[src/rtl/oserdes_ctrl.sv]
// Startup and streaming sequencer for one 10:1 OSERDESE2 lane.
// Holds the serializer in reset until the clock generator locks.
// It then releases reset, lets the serializer settle with OCE low,
// and sends a training word with OCE high.
// After training it streams valid/ready data, inserting an idle word
// whenever the upstream source has nothing to send.
module oserdes_ctrl #(
    parameter int               WIDTH         = 10,
    parameter int               RST_CYCLES    = 4,
    parameter int               SETTLE_CYCLES = 8,
    parameter int               TRAIN_CYCLES  = 64,
    parameter logic [WIDTH-1:0] TRAIN_WORD    = 10'b1101010100,
    parameter logic [WIDTH-1:0] IDLE_WORD     = 10'b1101010100
) (
    input  logic             clk,
    input  logic             rst_n,
    input  logic             locked,
    input  logic [WIDTH-1:0] s_data,
    input  logic             s_valid,
    output logic             s_ready,
    output logic [WIDTH-1:0] ser_data,
    output logic             ser_rst,
    output logic             ser_oce,
    output logic             running,
    output logic [15:0]      underflow_cnt
);

    // The phase counter must hold the longest phase length minus one.
    localparam int MAX_AB = (RST_CYCLES > SETTLE_CYCLES) ? RST_CYCLES : SETTLE_CYCLES;
    localparam int MAX_ALL = (MAX_AB > TRAIN_CYCLES) ? MAX_AB : TRAIN_CYCLES;
    localparam int CW = $clog2(MAX_ALL + 1);

    localparam logic [CW-1:0] CNT_ZERO    = CW'(0);
    localparam logic [CW-1:0] CNT_ONE     = CW'(1);
    localparam logic [CW-1:0] RST_LOAD    = CW'(RST_CYCLES - 1);
    localparam logic [CW-1:0] SETTLE_LOAD = CW'(SETTLE_CYCLES - 1);
    localparam logic [CW-1:0] TRAIN_LOAD  = CW'(TRAIN_CYCLES - 1);

    typedef enum logic [2:0] {
        ST_IDLE   = 3'd0,
        ST_RESET  = 3'd1,
        ST_SETTLE = 3'd2,
        ST_TRAIN  = 3'd3,
        ST_RUN    = 3'd4
    } state_t;

    state_t           state_q;
    state_t           state_d;
    logic [CW-1:0]    cnt_q;
    logic [CW-1:0]    cnt_d;
    logic [WIDTH-1:0] ser_data_q;
    logic [WIDTH-1:0] ser_data_d;
    logic [15:0]      underflow_cnt_q;
    logic [15:0]      underflow_cnt_d;

    // Next-state, phase counter, output word and underflow counter.
    always_comb begin
        state_d         = state_q;
        cnt_d           = cnt_q;
        ser_data_d      = ser_data_q;
        underflow_cnt_d = underflow_cnt_q;

        case (state_q)
            ST_IDLE: begin
                // The serializer must never see the zero word once out of reset.
                ser_data_d = TRAIN_WORD;
                if (locked) begin
                    state_d = ST_RESET;
                    cnt_d   = RST_LOAD;
                end else begin
                    state_d = ST_IDLE;
                    cnt_d   = CNT_ZERO;
                end
            end

            ST_RESET: begin
                ser_data_d = TRAIN_WORD;
                if (!locked) begin
                    state_d = ST_IDLE;
                    cnt_d   = CNT_ZERO;
                end else if (cnt_q == CNT_ZERO) begin
                    state_d = ST_SETTLE;
                    cnt_d   = SETTLE_LOAD;
                end else begin
                    state_d = ST_RESET;
                    cnt_d   = cnt_q - CNT_ONE;
                end
            end

            ST_SETTLE: begin
                ser_data_d = TRAIN_WORD;
                if (!locked) begin
                    state_d = ST_IDLE;
                    cnt_d   = CNT_ZERO;
                end else if (cnt_q == CNT_ZERO) begin
                    state_d = ST_TRAIN;
                    cnt_d   = TRAIN_LOAD;
                end else begin
                    state_d = ST_SETTLE;
                    cnt_d   = cnt_q - CNT_ONE;
                end
            end

            ST_TRAIN: begin
                ser_data_d = TRAIN_WORD;
                if (!locked) begin
                    state_d = ST_IDLE;
                    cnt_d   = CNT_ZERO;
                end else if (cnt_q == CNT_ZERO) begin
                    state_d = ST_RUN;
                    cnt_d   = CNT_ZERO;
                end else begin
                    state_d = ST_TRAIN;
                    cnt_d   = cnt_q - CNT_ONE;
                end
            end

            ST_RUN: begin
                // A word offered on the edge that loses lock is still taken.
                if (s_valid) begin
                    ser_data_d = s_data;
                end else begin
                    ser_data_d = IDLE_WORD;
                    if (underflow_cnt_q != 16'hFFFF) begin
                        underflow_cnt_d = underflow_cnt_q + 16'd1;
                    end else begin
                        underflow_cnt_d = underflow_cnt_q;
                    end
                end
                if (!locked) begin
                    state_d = ST_IDLE;
                end else begin
                    state_d = ST_RUN;
                end
                cnt_d = CNT_ZERO;
            end

            default: begin
                state_d    = ST_IDLE;
                cnt_d      = CNT_ZERO;
                ser_data_d = TRAIN_WORD;
            end
        endcase
    end

    // State, counter and data registers with asynchronous reset.
    always_ff @(posedge clk or negedge rst_n) begin
        if (!rst_n) begin
            state_q         <= ST_IDLE;
            cnt_q           <= CNT_ZERO;
            ser_data_q      <= {WIDTH{1'b0}};
            underflow_cnt_q <= 16'd0;
        end else begin
            state_q         <= state_d;
            cnt_q           <= cnt_d;
            ser_data_q      <= ser_data_d;
            underflow_cnt_q <= underflow_cnt_d;
        end
    end

    // Moore decode straight from the registered state.
    assign ser_rst       = (state_q == ST_IDLE) || (state_q == ST_RESET);
    assign ser_oce       = (state_q == ST_TRAIN) || (state_q == ST_RUN);
    assign running       = (state_q == ST_RUN);
    assign s_ready       = (state_q == ST_RUN);
    assign ser_data      = ser_data_q;
    assign underflow_cnt = underflow_cnt_q;

endmodule

[config.mk]
export PLATFORM = sky130hd
export DESIGN_NAME = oserdes_ctrl
export DESIGN_NICKNAME = d
export VERILOG_FILES = /design/src/rtl/oserdes_ctrl.sv
export SDC_FILE = /design/constraint.sdc
export NUM_CORES = 1
export LEC_CHECK = 0
export ABC_AREA = 1
export BUFFER_PORTS_ARGS = -buffer_cell sky130_fd_sc_hd__buf_2
export CAP_MARGIN = 20
export CORE_AREA = 2 2 63 65
export DETAILED_ROUTE_END_ITERATION = 7
export DIE_AREA = 0 0 65 67
export HOLD_SLACK_MARGIN = 0.1
export PLACE_DENSITY = 0.83
export SYNTH_ARGS = -nofsm -noshare
export SYNTH_HDL_FRONTEND = slang
export SYNTH_SLANG_ARGS = --single-unit
[constraint.sdc]
create_clock -name clk -period 3.5 [get_ports clk]
set_input_delay 0.175 -clock clk [delete_from_list [all_inputs] [get_ports clk]]
set_output_delay 0.175 -clock clk [all_outputs]
set_load 0.005 [all_outputs]
==> impl_metrics.sql, run 1 <==
INSERT INTO impl_metrics (metric_group, metric, value, unit) VALUES
('cts', 'clockBufferDepth', '2', ''),
('power', 'power_density', '502.8', 'nW/µm²'),
('power', 'power.ir.vdd_worst', '0.3700', 'mV'),
('timing', 'hold_viol', '0', ''),
('yosys', 'synthesized_instance_count', '260', ''),
('timing', 'max_freq', '0.5204', 'GHz'),
('outcome', 'outcome', 'complete, no violations', ''),
('cts', 'cts.clk_slew.worst_paths', '80', 'ps'),
('detailed_routing', 'route.antenna.remaining_nets', '0', ''),
('timing', 'rsz0062_at_grt', 'false', ''),
('timing', 'max-slew-margin-rel', '46.73', '%'),
('placed_design', 'finalWeightedCongestion', '0.8680', ''),
('cts', 'cts.repair.resized', '0', ''),
('worst_setup_path', 'crit_path_end_kind', 'flip-flop', ''),
('cts', 'htreeDepth', '2', ''),
('placed_design', 'post-dp-hpwl', '2905', 'µm'),
('final_layout', 'design.final.nets', '335', ''),
('detailed_routing', 'detailedRoute.firstIterationViolations', '93', ''),
('cts', 'cts.sinks', '36', ''),
('final_layout', 'most_common_library_cell_in_the_layout_ignoring_fill_and_taps', 'nand2_1', ''),
('cts', 'tritoncts', 'yes', ''),
('final_layout', 'num_antenna_cells', '0', ''),
('worst_setup_path', 'ws_path_type', 'reg -> reg', ''),
('floorplanning', 'initial_utilization', '53.85', '%'),
('worst_setup_path', 'crit_top_cell', 'nand2_1', ''),
('worst_setup_path', 'cpLargestDelayFamily', 'flip-flops', ''),
('yosys', 'postSynthAreaPerCell', '7.469', 'µm²'),
('yosys', 'synth-seq-area-share', '46.39', '%'),
('global_route', 'grt_antenna_before_repair', '0', ''),
('worst_hold_path', 'worst_hold_path_type', 'in -> reg', ''),
('worst_setup_path', 'worst-path-buf-inv', '2', ''),
('timing', 'fin_tns_setup', '0', 'ps'),
('detailed_routing', 'remaining_drc_errors', '0', ''),
('worst_setup_path', 'critical_path.cell_chain', 'ha_1 -> nand3_2 -> clkinv_1 -> nand2_2 -> o21ai_4 -> inv_2 -> nand2_1 -> nand2_1', ''),
('cts', 'clk-insertion-delay-late', '290', 'ps'),
('global_route', 'grt_first_pass_wirelength', '7003', 'µm'),
('cts', 'cts_inserted_buffers', '5', ''),
('timing', 'worst-slew-pin-transition', '799.1', 'ps'),
('final_layout', 'post_route_cells_drive_above_1_share', '20.06', '%'),
('floorplanning', 'dieWidth', '65', 'µm'),
('yosys', 'ys_ff_latch', '36', ''),
('power', 'p_leak', '1.270', 'nW'),
('detailed_routing', 'detail_route.vias_per_cell', '4.872', ''),
('timing', 'setup_viol_count_final', '0', ''),
('timing', 'layout_worst_path_cycle_share', '54.91', '%'),
('timing', 'fin_crit', '1922', 'ps'),
('power', 'power.total', '1.202', 'mW'),
('placed_design', 'port_buffers', '43', ''),
('global_route', 'grt_max_degree', '37', ''),
('timing', 'timing.final.max_slew_violations', '0', ''),
('timing', 'clock_skew', '7.747', 'ps'),
('yosys', 'synthesis.nets', '277', ''),
('floorplanning', 'coreArea', '3606', 'µm²'),
('worst_setup_path', 'cp.arrival', '2100', 'ps'),
('floorplanning', 'die_area', '4355', 'µm²'),
('cts', 'clock-root-buffer', 'clkbuf_8', ''),
('detailed_routing', 'dr_total_vias', '1788', ''),
('final_layout', 'fillerInstances', '296', ''),
('job', 'maxCapViolCount', '0', ''),
('global_route', 'groute.usage.overall', '21.24', '%'),
('yosys', 'synth_area', '1942', 'µm²'),
('floorplanning', 'die_h', '67', 'µm'),
('final_layout', 'layout.cells.most_common_list', 'nand2_1, buf_2, dfrtp_1', ''),
('yosys', 'unique_cell_type_count_in_the_yosys_netlist', '21', ''),
('worst_setup_path', 'timing.critical_path.slowest_stage_cell', 'dfrtp_1', ''),
('cts', 'postCtsSetupBuffers', '0', ''),
('worst_setup_path', 'critical_path_peak_fanout', '18', ''),
('worst_setup_path', 'required_worst_endpoint', '3680', 'ps'),
('detailed_routing', 'totalWireLength', '4114', 'µm'),
('final_layout', 'area_growth', '23.07', '%'),
('floorplanning', 'design.portCount', '44', ''),
('global_route', 'first_global_vias', '1668', ''),
('yosys', 'synthesis.yosys.warnings', '0', ''),
('global_route', 'grt-ovfl-total', '0', ''),
('detailed_routing', 'wl_per_cell', '11.21', 'µm'),
('worst_setup_path', 'cpPeakStageDelay', '480', 'ps'),
('detailed_routing', 'drt_pass1_iterations', '4', ''),
('floorplanning', 'placement_rows', '22', ''),
('worst_setup_path', 'worstSetupStartpointType', 'flip-flop', '');
[final cells by class]
class | count | area (µm²) | share of cell area [%]
clock buffer | 5 | 68.82 | 2.880
clock inverter | 3 | 23.77 | 0.9948
inverter | 35 | 131.4 | 5.497
multi-input combinational | 186 | 879.6 | 36.81
sequential | 36 | 900.9 | 37.70
tap | 48 | 60.06 | 2.513
timing repair buffer | 54 | 325.3 | 13.61
[Yosys cell counts]
| cell type | count | share of area, % |
|---|---|---|
| clkinv_1 | 1 | 0.19 |
| o21ai_4 | 1 | 0.84 |
| nand2_1 | 98 | 19 |
| nor2_1 | 29 | 5.6 |
| nand3_1 | 19 | 4.9 |
| nor2_2 | 2 | 0.64 |
| inv_1 | 33 | 6.4 |
| buf_4 | 1 | 0.39 |
| buf_6 | 2 | 1.2 |
| ha_1 | 3 | 1.9 |
| xor2_1 | 3 | 1.4 |
| inv_2 | 1 | 0.19 |
| nand2_2 | 2 | 0.64 |
| or2_2 | 5 | 1.6 |
| xnor2_1 | 8 | 3.6 |
| dfrtp_1 | 36 | 46 |
| o21ai_0 | 6 | 1.5 |
| nand3_2 | 1 | 0.52 |
| nand4_1 | 7 | 2.3 |
| o22ai_1 | 1 | 0.32 |
| nor2_4 | 1 | 0.58 |
[routing by layer]
metal  track usage (%)  wire, µm
met1             25.11      1873
met4             10.37        20
met3             3.209       135
met2             37.63      2084
met5                 0         0
[sequential cells by signal (all words and copies together), names as in the netlist]
name	count
underflow_cnt	16
state_q	3
cnt_q	7
ser_data	10
[power by group]
part | leakage, nW | switching [mW] | internal (mW) | total (mW)
sequential | 0.469 | 0.0464 | 0.468 | 0.515
combinational | 0.761 | 0.234 | 0.153 | 0.386
clock | 0.0404 | 0.160 | 0.141 | 0.301
[worst reg2reg max path: cells and delay by family (launching register included)]
family	cells	cell delay, ps
AND/OR/NAND/NOR	4	350
flip-flops	1	480
adder cells (fa/ha/maj)	1	290
buffers and inverters	2	290
AO/OA/AOI/OAI	1	410
[logic make-up (layout without fill, tap and decap cells)]
| logic type | after synthesis | after routing | share of synthesized area (%) |
|---|---|---|---|
| AND/OR/NAND/NOR | 164 | 164 | 35.70 |
| XOR/XNOR | 11 | 11 | 4.962 |
| buffers and inverters | 38 | 97 | 8.312 |
| AO/OA/AOI/OAI | 8 | 8 | 2.707 |
| flip-flops | 36 | 36 | 46.39 |
| adder cells (fa/ha/maj) | 3 | 3 | 1.933 |
[through the flow]
stage / std cells / instance area, µm² / util (%) / worst slack (ps) / hold slack [ps]
2_1_floorplan: 260 / 1942 / - / 1962 / -120.6
3_3_place_gp: 348 / 2187 / 60.65 / 1694 / 302.7
3_5_place_dp: 348 / 2187 / 60.65 / 1591 / 311.5
4_1_cts: 367 / 2390 / 66.27 / 1588 / 147.4
5_1_grt: 367 / 2390 / 66.27 / 1409 / 180.5
6_report: 367 / 2390 / 66.27 / 1578 / 168.5
[what timing repair did]
| action | 4_1_cts | 5_1_grt |
|---|---|---|
| hold buffers | 11 | 0 |
| setup endpoints to repair | 0 | 0 |
| hold endpoints to repair | 46 | 0 |
[path summary, 6_finish.rpt]
path / slack [ps] / from / end / cells past startpoint
max: 1580 / underflow_cnt[0] / underflow_cnt[10] / 8
min: 170 / s_valid / ser_data[5] / 3
max reg2reg: 1580 / underflow_cnt[0] / underflow_cnt[10] / 8
min reg2reg: 550 / underflow_cnt[8] / underflow_cnt[8] / 1
max in group asynchronous: 2490 / rst_n / underflow_cnt[10] / 2
min in group asynchronous: 510 / rst_n / cnt_q[1] / 2
Note: power is estimated with default switching activity, not from simulation.
==> run 2, diff against run 1 <==
ABC_AREA = 0   (was 1)
CORE_AREA = 2 2 61 63   (was 2 2 63 65)
DIE_AREA = 0 0 63 65   (was 0 0 65 67)
PLACE_DENSITY = 0.8   (was 0.83)
clock period = 2 ns   (was 3.5 ns; I/O delays follow)
==> run 2 against run 1 <==
Sequential share of layout area is 2.4 points higher. Power is 62% higher. Non-clock buffer count is 11 higher. Synthesized area is 12% lower. Critical path depth is 4 lower. Die area is 6.0% lower. First-iteration DRC count is 3.2% lower. Largest cell class unchanged.
==> impl_metrics.sql, run 2 <==
INSERT INTO impl_metrics (metric_group, metric, value, unit) VALUES
('global_route', 'grt_antenna_before_repair', '0', ''),
('power', 'power.total', '1.947', 'mW'),
('worst_setup_path', 'critical_path.cell_chain', 'or4b_4 -> nor4_4 -> nand3_1 -> mux2_4', ''),
('detailed_routing', 'remaining_drc_errors', '0', ''),
('floorplanning', 'dieWidth', '63', 'µm'),
('yosys', 'synthesized_instance_count', '149', ''),
('global_route', 'grt_first_pass_wirelength', '6375', 'µm'),
('detailed_routing', 'wl_per_cell', '13.76', 'µm'),
('yosys', 'yosys_most_used_dff', 'dfrtp_1', ''),
('placed_design', 'dp.cells', '247', ''),
('cts', 'tritoncts', 'yes', ''),
('placed_design', 'port_buffers', '43', ''),
('worst_setup_path', 'timing.rr.start', 'state_q[1]', ''),
('worst_setup_path', 'crit_path_end_kind', 'flip-flop', ''),
('cts', 'cts_inserted_buffers', '5', ''),
('cts', 'cts.clk_slew.worst_paths', '110', 'ps'),
('yosys', 'yosys.area.top_type', 'dfrtp_1', ''),
('timing', 'hold_viol', '0', ''),
('floorplanning', 'die_area', '4095', 'µm²'),
('final_layout', 'most_common_library_cell_in_the_layout_ignoring_fill_and_taps', 'buf_2', ''),
('yosys', 'unique_cell_type_count_in_the_yosys_netlist', '39', ''),
('placed_design', 'post-place-ws', '87.08', 'ps'),
('global_route', 'first_global_vias', '1423', ''),
('yosys', 'asyncSetResetFlopFracSynth', '100.0', '%'),
('floorplanning', 'die_h', '65', 'µm'),
('worst_setup_path', 'ws_path_type', 'reg -> reg', ''),
('timing', 'max-slew-margin-rel', '49.30', '%'),
('detailed_routing', 'dr_total_vias', '1409', ''),
('yosys', 'synthesis.nets', '166', ''),
('worst_hold_path', 'hold_path.startpoint', 's_valid', ''),
('final_layout', 'flip_flop_count_of_the_largest_register_after_layout', '16', ''),
('cts', 'clk-insertion-delay-late', '360', 'ps'),
('power', 'share_clk_of_total_power', '27.5', '%'),
('power', 'power_density', '867.5', 'nW/µm²'),
('power', 'internal_power', '1.323', 'mW'),
('power', 'power.ir.vdd_worst', '0.7571', 'mV'),
('timing', 'timing.final.max_slew_violations', '0', ''),
('power', 'power.combinational.fraction', '27.2', '%'),
('power', 'power.share.switching', '32.05', '%'),
('cts', 'clockBufferDepth', '2', ''),
('final_layout', 'design.final.nets', '235', ''),
('cts', 'clock-root-buffer', 'clkbuf_4', ''),
('cts', 'cts.sinks', '36', ''),
('global_route', 'grt-ovfl-total', '0', ''),
('worst_setup_path', 'worstSetupStartpointType', 'flip-flop', ''),
('timing', 'setup_viol_count_final', '0', ''),
('timing', 'fin_tns_setup', '0', 'ps'),
('floorplanning', 'placement_rows', '22', ''),
('timing', 'layout_worst_path_cycle_share', '96.06', '%'),
('cts', 'htreeDepth', '2', ''),
('placed_design', 'post-dp-hpwl', '2544', 'µm'),
('power', 'p_leak', '1.060', 'nW'),
('outcome', 'outcome', 'complete, no violations', ''),
('yosys', 'synth_cell_count_leaders', 'dfrtp_1, xnor2_1, nand2_1', ''),
('yosys', 'synth_area', '1705', 'µm²'),
('yosys', 'ys_ff_latch', '36', ''),
('yosys', 'synthesis.yosys.warnings', '0', ''),
('worst_setup_path', 'cpPeakStageDelay', '590', 'ps'),
('detailed_routing', 'totalWireLength', '3673', 'µm'),
('final_layout', 'fillerInstances', '298', ''),
('final_layout', 'area_growth', '31.62', '%'),
('yosys', 'ys_top_cells_by_area', 'dfrtp_1, xnor2_1, nand2b_1', ''),
('job', 'maxCapViolCount', '0', ''),
('final_layout', 'final_design_area_no_fill', '2245', 'µm²'),
('worst_setup_path', 'timing.critical_path.from', 'state_q[1]', ''),
('timing', 'fin_hold_ws', '120.1', 'ps'),
('yosys', 'synth-seq-area-share', '52.82', '%'),
('timing', 'worst-slew-pin-transition', '760.5', 'ps'),
('worst_setup_path', 'timing.critical_path.slowest_stage_cell', 'or4b_4', ''),
('floorplanning', 'coreArea', '3496', 'µm²'),
('floorplanning', 'initial_utilization', '48.78', '%'),
('final_layout', 'layout.cells.most_common_list', 'buf_2, dfrtp_1, xnor2_1', ''),
('detailed_routing', 'route.antenna.remaining_nets', '0', ''),
('final_layout', 'num_antenna_cells', '0', ''),
('worst_hold_path', 'worst_hold_path_type', 'in -> reg', ''),
('worst_setup_path', 'critical_path_peak_fanout', '5', ''),
('power', 'power_frac_seq', '45.3', '%'),
('detailed_routing', 'detailedRoute.firstIterationViolations', '90', ''),
('timing', 'worst_slack', '78.80', 'ps'),
('timing', 'clock_skew', '8.235', 'ps'),
('yosys', 'synth_edf_count', '0', ''),
('detailed_routing', 'detail_route.vias_per_cell', '5.277', ''),
('power', 'p_switching', '0.6240', 'mW'),
('timing', 'max_freq', '0.5205', 'GHz'),
('global_route', 'groute.usage.overall', '20.70', '%'),
('placed_design', 'finalWeightedCongestion', '0.8036', ''),
('placed_design', 'postPlaceCellArea', '2041', 'µm²'),
('floorplanning', 'design.portCount', '44', ''),
('final_layout', 'fin_cells', '267', ''),
('final_layout', 'finish.utilization', '64.21', '%'),
('timing', 'rsz0062_at_grt', 'false', ''),
('yosys', 'synth_largest_type_area_fraction', '52.82', '%'),
('yosys', 'postSynthAreaPerCell', '11.45', 'µm²'),
('yosys', 'yosys.cell_count.top_type', 'dfrtp_1', ''),
('worst_setup_path', 'required_worst_endpoint', '2250', 'ps'),
('global_route', 'grt_max_degree', '37', ''),
('timing', 'fin_crit', '1921', 'ps'),
('detailed_routing', 'drt_pass1_iterations', '4', ''),
('worst_setup_path', 'cp.arrival', '2170', 'ps'),
('final_layout', 'post_route_cells_drive_above_1_share', '31.96', '%');
## run 2: kinds of logic (layout without fill, tap and decap cells)
group | count (synthesis) | in the layout | synth area share [%]
compound gates | 23 | 23 | 10.35
flops | 36 | 36 | 52.82
simple gates | 63 | 63 | 22.96
xor+xnor | 15 | 15 | 7.704
fa+ha+maj | 3 | 3 | 2.201
mux | 3 | 3 | 2.421
buf+inv | 6 | 76 | 1.541
## run 2: layout make-up
class	instances	area, µm²	share of cell area (%)
timing repair buffer	65	410.4	18.28
sequential	36	900.9	40.13
inverter	3	11.26	0.5017
tap	48	60.06	2.676
clock inverter	3	46.29	2.062
multi-input combinational	107	778.2	34.67
clock buffer	5	37.54	1.672
## run 2: worst paths after layout
kind,to,slack [ps],depth (start not counted)
hold / removal,underflow_cnt[0],120,4
min in group asynchronous,underflow_cnt[6],340,2
max in group asynchronous,underflow_cnt[11],1170,2
hold reg to reg,underflow_cnt[6],530,1
setup reg to reg,underflow_cnt[12],80,4
setup / recovery,underflow_cnt[12],80,4
## run 2: power by group through the flow
| stage | Sequential, mW | Combinational [mW] | Clock, mW |
|---|---|---|---|
| after floorplan | 0.891 | 0.354 | 0 |
| after global placement | 0.889 | 0.489 | 0 |
| after detailed placement | 0.892 | 0.499 | 0 |
| after CTS | 0.881 | 0.528 | 0.545 |
| after global routing | 0.896 | 0.585 | 0.588 |
| final | 0.882 | 0.529 | 0.536 |
## run 2: worst max-delay path: cells and delay by family (launching register included)
kind | cells | cell delay [ps]
and+or+nand+nor | 3 | 1110
muxes | 1 | 310
DFF | 1 | 390
## run 2: timing repair
item	in CTS	in global routing
hold endpoints to repair	50	0
hold buffers	12	0
gates resized for setup	0	0
buffers inserted	0	0
## run 2: per-layer routing
layer | global-route usage (%) | vias to the layer above | routed length [µm] | part of all wire, %
li1 | - | 681 | - | -
met1 | 23.70 | 676 | 1620 | 44
met2 | 35.11 | 43 | 1799 | 49
met3 | 6.944 | 9 | 165 | 4.5
met4 | 9.444 | 0 | 88 | 2.4
met5 | 0 | - | 0 | 0
